<file path="config.mk">
export PLATFORM = sky130hd
export DESIGN_NAME = prog_loader
export DESIGN_NICKNAME = d
export VERILOG_FILES = /design/src/rtl/loader_pkg.sv /design/src/rtl/byte_word_asm.sv /design/src/rtl/prog_loader.sv
export SDC_FILE = /design/constraint.sdc
export NUM_CORES = 1
export LEC_CHECK = 0
export CORE_ASPECT_RATIO = 1.1
export CORE_UTILIZATION = 58
export CTS_BUF_LIST = sky130_fd_sc_hd__clkbuf_4 sky130_fd_sc_hd__clkbuf_8
export CTS_CLUSTER_DIAMETER = 30
export DETAILED_ROUTE_END_ITERATION = 6
export GPL_ROUTABILITY_DRIVEN = 0
export PLACE_DENSITY = 0.86
export SLEW_MARGIN = 20
export SYNTH_ARGS = -nofsm -noshare
export SYNTH_HDL_FRONTEND = slang
export SYNTH_SLANG_ARGS = --single-unit
export TNS_END_PERCENT = 50
</file>
<file path="constraint.sdc">
create_clock -name clk -period 4.2 [get_ports clk]
set_input_delay 0.63 -clock clk [delete_from_list [all_inputs] [get_ports clk]]
set_output_delay 0.63 -clock clk [all_outputs]
set_load 0.01 [all_outputs]
</file>
<file path="src/rtl/loader_pkg.sv">
// Shared types for the program loader: FSM states and stream framing sizes.
// Pure declarations; no latency or backpressure of its own.
package loader_pkg;

    typedef enum logic [2:0] {
        S_IDLE = 3'd0,
        S_LEN  = 3'd1,
        S_DATA = 3'd2,
        S_SUM  = 3'd3,
        S_DONE = 3'd4,
        S_ERR  = 3'd5
    } state_e;

    localparam int LEN_BYTES  = 4;
    localparam int WORD_BYTES = 4;

    // States in which the byte stream is being consumed.
    function automatic logic is_rx(input state_e s);
        return (s == S_LEN) || (s == S_DATA) || (s == S_SUM);
    endfunction

endpackage

</file>
<file path="src/rtl/byte_word_asm.sv">
// Little-endian byte-to-word assembler; word_valid is combinational on the 4th byte.
// Holds shift register and byte index while byte_vld is low; clr discards a partial word.
module byte_word_asm
    import loader_pkg::*;
(
    input  logic        clk,
    input  logic        rst,
    input  logic        clr,
    input  logic        byte_vld,
    input  logic [7:0]  byte_dat,
    output logic        word_valid,
    output logic [31:0] word
);

    localparam int SHIFT_W = (WORD_BYTES - 1) * 8;

    logic [SHIFT_W-1:0] shift_q, shift_d;
    logic [1:0]         idx_q, idx_d;

    always_comb begin
        shift_d = shift_q;
        idx_d   = idx_q;
        if (clr) begin
            shift_d = '0;
            idx_d   = '0;
        end else if (byte_vld) begin
            // Newest byte enters at the top so the first byte ends up in [7:0].
            shift_d = {byte_dat, shift_q[SHIFT_W-1:8]};
            idx_d   = idx_q + 2'd1;
        end
    end

    always_ff @(posedge clk) begin
        if (rst) begin
            shift_q <= '0;
            idx_q   <= '0;
        end else begin
            shift_q <= shift_d;
            idx_q   <= idx_d;
        end
    end

    assign word_valid = byte_vld && !clr && (idx_q == 2'(WORD_BYTES - 1));
    assign word       = {byte_dat, shift_q};

endmodule

</file>
<file path="src/rtl/prog_loader.sv">
// Byte-stream program loader: length, data words, checksum; write strobe one cycle after a word's last byte.
// Accepts bytes only on in_valid && in_ready; stalls indefinitely while in_valid is low.
module prog_loader
    import loader_pkg::*;
#(
    parameter int          ADDR_W    = 16,
    parameter logic [63:0] BASE_ADDR = 64'h0
) (
    input  logic        clk,
    input  logic        rst,
    input  logic        start,
    input  logic        in_valid,
    output logic        in_ready,
    input  logic [7:0]  in_data,
    output logic        mem_we,
    output logic [63:0] mem_addr,
    output logic [31:0] mem_wdata,
    output logic        cpu_rst,
    output logic        done,
    output logic        err
);

    localparam logic [32:0]     CAP = 33'(1) << ADDR_W;
    localparam logic [ADDR_W:0] ONE = (ADDR_W + 1)'(1);

    state_e          state_q, state_d;
    logic            in_ready_q, in_ready_d;
    logic            mem_we_q, mem_we_d;
    logic [63:0]     mem_addr_q, mem_addr_d;
    logic [31:0]     mem_wdata_q, mem_wdata_d;
    logic            cpu_rst_q, cpu_rst_d;
    logic            done_q, done_d;
    logic            err_q, err_d;
    logic [ADDR_W:0] wcnt_q, wcnt_d;
    logic [ADDR_W:0] n_q, n_d;
    logic [7:0]      csum_q, csum_d;

    logic            accept;
    logic            asm_clr;
    logic            asm_vld;
    logic            word_valid;
    logic [31:0]     word;

    assign accept  = in_valid && in_ready_q;
    assign asm_vld = accept && ((state_q == S_LEN) || (state_q == S_DATA));

    byte_word_asm u_asm (
        .clk        (clk),
        .rst        (rst),
        .clr        (asm_clr),
        .byte_vld   (asm_vld),
        .byte_dat   (in_data),
        .word_valid (word_valid),
        .word       (word)
    );

    always_comb begin
        state_d     = state_q;
        mem_we_d    = 1'b0;
        mem_addr_d  = mem_addr_q;
        mem_wdata_d = mem_wdata_q;
        cpu_rst_d   = cpu_rst_q;
        done_d      = done_q;
        err_d       = err_q;
        wcnt_d      = wcnt_q;
        n_d         = n_q;
        csum_d      = csum_q;
        asm_clr     = 1'b0;

        case (state_q)
            S_IDLE, S_DONE, S_ERR: begin
                if (start) begin
                    state_d   = S_LEN;
                    wcnt_d    = '0;
                    csum_d    = '0;
                    done_d    = 1'b0;
                    err_d     = 1'b0;
                    cpu_rst_d = 1'b1;
                    asm_clr   = 1'b1;
                end
            end
            S_LEN: begin
                if (word_valid) begin
                    if (word == 32'd0) begin
                        state_d = S_SUM;
                    end else if ({1'b0, word} > CAP) begin
                        state_d   = S_ERR;
                        err_d     = 1'b1;
                        cpu_rst_d = 1'b1;
                    end else begin
                        state_d = S_DATA;
                        n_d     = word[ADDR_W:0];
                    end
                end
            end
            S_DATA: begin
                if (accept) begin
                    csum_d = csum_q + in_data;
                end
                if (word_valid) begin
                    mem_we_d    = 1'b1;
                    mem_addr_d  = BASE_ADDR + (64'(wcnt_q) << 2);
                    mem_wdata_d = word;
                    wcnt_d      = wcnt_q + ONE;
                    if ((wcnt_q + ONE) == n_q) begin
                        state_d = S_SUM;
                    end
                end
            end
            S_SUM: begin
                if (accept) begin
                    if (in_data == csum_q) begin
                        state_d   = S_DONE;
                        done_d    = 1'b1;
                        cpu_rst_d = 1'b0;
                    end else begin
                        state_d   = S_ERR;
                        err_d     = 1'b1;
                        cpu_rst_d = 1'b1;
                    end
                end
            end
            default: begin
                state_d = S_IDLE;
            end
        endcase

        in_ready_d = is_rx(state_d);
    end

    always_ff @(posedge clk) begin
        if (rst) begin
            state_q     <= S_IDLE;
            in_ready_q  <= 1'b0;
            mem_we_q    <= 1'b0;
            mem_addr_q  <= '0;
            mem_wdata_q <= '0;
            cpu_rst_q   <= 1'b1;
            done_q      <= 1'b0;
            err_q       <= 1'b0;
            wcnt_q      <= '0;
            n_q         <= '0;
            csum_q      <= '0;
        end else begin
            state_q     <= state_d;
            in_ready_q  <= in_ready_d;
            mem_we_q    <= mem_we_d;
            mem_addr_q  <= mem_addr_d;
            mem_wdata_q <= mem_wdata_d;
            cpu_rst_q   <= cpu_rst_d;
            done_q      <= done_d;
            err_q       <= err_d;
            wcnt_q      <= wcnt_d;
            n_q         <= n_d;
            csum_q      <= csum_d;
        end
    end

    assign in_ready  = in_ready_q;
    assign mem_we    = mem_we_q;
    assign mem_addr  = mem_addr_q;
    assign mem_wdata = mem_wdata_q;
    assign cpu_rst   = cpu_rst_q;
    assign done      = done_q;
    assign err       = err_q;

endmodule

</file>
# == Word-level counts from Yosys, hierarchy flattened ==
# Index checks and enable logic that the tools add are counted.
# classes
addsub,3
magnitude_cmp,1
n_eq_ne,20
muxes,32
bitwise_logic,3
n_reduce_logical,23
# ops
op,count
$mux 17,2
$pmux 17 s2,1
$gt 32x17->1 const B,1
$logic_not 32->1,1
$mux 3,7
$add 17x1->17 const B,1
$eq 17x17->1,1
$mux 8,2
$pmux 8 s2,1
$mux 1,15
$eq 3x2->1 const B,4
$ne 2x2->1 const B,6
$pmux 3 s4,1
$add 8x8->8,1
$eq 8x8->1,1
$reduce_and 4->1,2
$reduce_and 7->1,1
$eq 3x1->1 const B,2
$eq 3x3->1 const B,2
$ne 2x1->1 const B,3
$pmux 1 s3,2
$reduce_and 3->1,2
$reduce_and 6->1,1
$logic_and 1x1->1,4
12 further kinds,18
# word_totals
regBits,125
input_bits,12
out_inout_bits,101
word_cells,95

# == Logic depth before layout (Yosys ltp) ==
# logic_depth
word_depth,11
depth_mapped,10
ltp_nobuf,8

# == Cells and area by module ==
# From an unflattened synthesis, not the netlist that was laid out.
# unflattened
hier_cells,733
area_unflattened_um2,6087.1
# by_module_without_submodules
mod,instances,cells_per_inst,area_each_um2,seq_area_each_um2
prog_loader,1,638,5043.6,1981.9
byte_word_asm,1,95,1043.5,520.5

# == Least setup slack after synthesis ==
# Ideal clock, no wire load.
# synth_timing
path_kind,input port to flip-flop
from,input in_data[0]
to,register n_q[10]
setup_ps,128
arrival_time_ps,2297
t_required_ps,4072
setup_slack_ps,1775
cell_stages,8
n_path_buf,2
cell_sequence,nor4_1 > nand4_1 > or4_1 > or3_1 > buf_6 > buf_6 > mux2i_1 > nor2_1
# synth_between
elab_chain_len,3
word_cells_on_any_way,5
classes_between,1 x order compare; 2 x bitwise; 2 x reduce/logical
# synth_lines
item,line_no,rtl
"start, declared",prog_loader.sv:14,"input logic [7:0] in_data,"
$gt 32x17->1 / $logic_not 32->1 (equally long branches),"prog_loader.sv:86, prog_loader.sv:84",
$not 1->1 (no line),--,
$reduce_and 4->1 (no line) *,--,
"end signal, assigned",prog_loader.sv:154,n_q <= n_d;
"end, declared",prog_loader.sv:35,"logic [ADDR_W:0] n_q, n_d;"
# Every way passes the cells marked *; elsewhere a longest branch is shown, timed or not.
# A chain may end at the register's enable or synchronous reset.

# == Worst setup path in the final report ==
# layout_timing
from,input in_data[1]
to,register state_q[0]
# layout_between
elab_chain_len,5
word_cells_on_any_way,9
classes_between,1 x order compare; 1 x eq/ne; 6 x mux; 1 x reduce/logical
# layout_lines
item,line_no,rtl
$gt 32x17->1,prog_loader.sv:86,"end else if ({1'b0, word} > CAP) begin"
$mux 3,prog_loader.sv:86,
$mux 3,prog_loader.sv:84,if (word == 32'd0) begin
$mux 3,prog_loader.sv:83,if (word_valid) begin
$pmux 3 s4 *,prog_loader.sv:70,case (state_q)
"end signal, assigned",prog_loader.sv:145,state_q <= state_d;
"end, declared",prog_loader.sv:26,"state_e state_q, state_d;"
# Marks and branches as above.

==> results.sh <==
export IMPL_cts_root_buf="clkbuf_8"
export IMPL_synth_edff_count=0
export IMPL_first_global_vias=4694
export IMPL_synth_top_family_by_area="simple AND/OR/NAND/NOR gates"
export IMPL_drt_wirelength_per_cell_um=14.81
export IMPL_irDropWorstVdd_uv=250.2
export IMPL_drcViolationCount=6
export IMPL_path_cells="clkdlybuf4s50_1 > nor4_1 > nand4_1 > or4_1 > or3_1 > o211ai_1 > a21oi_1"
export IMPL_ys_types=52
export IMPL_max_freq_mhz=323.0
export IMPL_critPathArrivalTime_ps=3380
export IMPL_min_path_type="reg2reg"
export IMPL_fillers=787
export IMPL_synthMuxAreaShare=0.02890
export IMPL_slew_violations=0
export IMPL_dr_pass1_iters=6
export IMPL_gr_total_overflow=0
export IMPL_cts_num_sinks=125
export IMPL_cts_tree="done"
export IMPL_finalSetupViolCount=0
export IMPL_track_usage=0.2615
export IMPL_startpoint_type="primary input"
export IMPL_vias_per_cell=5.578
export IMPL_min_path_cells=2
export IMPL_critPathBufInv=1
export IMPL_synth_top_area_share=0.4250
export IMPL_numCtsBuffers=17
export IMPL_top_usage_layer="met2"
export IMPL_synth_xor_area_share=0.05801
export IMPL_status="finished with violations"
export IMPL_die_x_um=98.07
export IMPL_cp_slowest_cell="or3_1"
export IMPL_fin_setup_tns_ps=0
export IMPL_synth_area_um2=5888
export IMPL_area_growth_pct=14.66
export IMPL_grt_max_degree=54
export IMPL_holdWs_ps=453.8
export IMPL_grt_pass1_wl_um=21760
export IMPL_synth_area_top_cells="dfxtp_1, nand2_1, a21oi_1"
export IMPL_cp_slowest_stage_delay_ps=720
export IMPL_layout_drive_gt1_share=0.06156
export IMPL_critPathCaptureType="register"
export IMPL_path_clk_slew_ps=70
export IMPL_postCtsSetupRepairBufs=0
export IMPL_hold_viol_final=0
export IMPL_numPortBuffers=65
export IMPL_avgSynthCellArea_um2=7.946
export IMPL_synth_simple_area_share=0.2261
export IMPL_layout_common_cells="nand2_1, dfxtp_1, a21oi_1"
export IMPL_yosys_warnings=0
export IMPL_synth_top_flop_cell="dfxtp_1"
export IMPL_die_h_um=107.7
export IMPL_max_slew_margin=0.3540
export IMPL_synthArstFlopShare=0
export IMPL_cp_depth=7
export IMPL_cpLargestDelayFamily="simple AND/OR/NAND/NOR gates"
export IMPL_p_leak_nw=2.471
export IMPL_synth_seq_cells=125
export IMPL_cts_path_max_buffers=2
export IMPL_grt_met3_usage=0.06104
export IMPL_io_pins=113
export IMPL_grt_util_met2=0.4678
export IMPL_vias=5109
export IMPL_cts_resized=0
export IMPL_h_tree_depth=4
export IMPL_drv_cap=0
export IMPL_tightestPinTransition_ps=969.1
export IMPL_grt_antenna_before_repair=0
export IMPL_synth_fa_ha_area_frac=0.02252
export IMPL_antennaDiodeCount=0
export IMPL_first_iter_violations=252
export IMPL_dp_hpwl_um=9584
export IMPL_ant_nets=0
export IMPL_core_um2=9889
export IMPL_setup_slack_ps=1104
export IMPL_synth_compound_area_frac=0.1381
export IMPL_insertion_delay_ps=440
export IMPL_finalNetCount=805
export IMPL_grt_met1_usage=0.2851
export IMPL_postCtsHoldBufs=0
export IMPL_required_ps=4480
export IMPL_rows=38
export IMPL_path_max_fanout=18
export IMPL_netlist_instances=741
export IMPL_place_ws_ps=709.6
export IMPL_violations="design-rule violations"
export IMPL_min_period_over_period=0.7372
export IMPL_rsz0062_at_grt="false"
export IMPL_yosysSeqAreaShare=0.4250
export IMPL_yosysTopAreaCell="dfxtp_1"
export IMPL_r2r_cells=7
export IMPL_layout_commonest_cell="nand2_1"
export IMPL_initial_core_util=0.5954
export IMPL_power_mw=2.331
export IMPL_critPathKind="in2reg"
export IMPL_drt_wl_total_um=13570
export IMPL_skew_ps=10.82
export IMPL_dieArea_um2=10560
export IMPL_fin_crit_ps=3096
export IMPL_power_per_cell_area_nw_per_um2=345.3
-- worst paths after layout --
path	start	to	slack, ps
setup reg to reg	wcnt_q[0]	state_q[0]	1250
hold reg to reg	mem_addr[3]	mem_addr[3]	450
setup / recovery	in_data[1]	state_q[0]	1100
hold / removal	mem_addr[3]	mem_addr[3]	450
-- tightest hold or removal path, stage by stage, from the launching register on --
cell and delay [ps]:
dfxtp_1 310, nand2_1 50, a21oi_1 50
-- cells by family after synthesis --
kind of cell               Yosys count
and+or+nand+nor                    302
buffers and inverters              104
adders and majority gates           10
AOI/OAI and AO/OA                  143
DFF                                125
muxes                               17
other                                1
xor gates and xnor gates            39
-- routing by layer --
metal / up-vias / share of wire
met3: 50 / 0.050
met2: 179 / 0.52
met4: 0 / 0.039
met1: 2399 / 0.39
li1: 2481 / -
met5: - / 0
-- synth_stat cells, types with 5 or more instances --
master	number
dfxtp_1	125
mux2i_1	17
nor4_1	11
nand2b_1	7
nor2_1	55
nand3_1	14
xnor2_1	26
buf_2	6
inv_1	9
nor3_1	7
clkbuf_1	35
o211ai_1	5
nand4_1	9
a21oi_1	100
o21ai_0	11
buf_4	48
ha_1	9
xor2_1	13
nand2_1	170
or3_1	7
-- registers in the layout, indices dropped and copies added, names as in the netlist, 2 cells and up --
register / cells
wcnt_q: 17
mem_addr: 17
u_asm.idx_q: 2
n_q: 17
csum_q: 8
mem_wdata: 32
u_asm.shift_q: 24
state_q: 3
-- report_power, final --
| part | switching, mW | leakage, nW | internal, mW | total, mW |
|---|---|---|---|---|
| registers | 0.00392 | 1.01 | 1.19 | 1.19 |
| clock network | 0.492 | 0.192 | 0.551 | 1.04 |
| logic | 0.0709 | 1.27 | 0.0255 | 0.0964 |
-- per-stage QoR --
step	instance area, um^2	cells	util
after floorplan	6061	787	-
after global placement	6356	884	0.6427
after detailed placement	6356	884	0.6427
after CTS	6751	916	0.6827
after global routing	6751	916	0.6827
final	6751	916	0.6827
-- cell type report --
cell class	count	area (um^2)	share of cell area
Sequential cell	125	2502	0.3706
Tap cell	120	150.1	0.02224
Clock inverter	13	140.1	0.02076
Inverter	9	33.78	0.005004
Multi-Input combinational cell	558	2972	0.4401
Clock buffer	19	255.2	0.03781
Timing Repair Buffer	72	698.2	0.1034
Power figures use the tool's default switching activity.
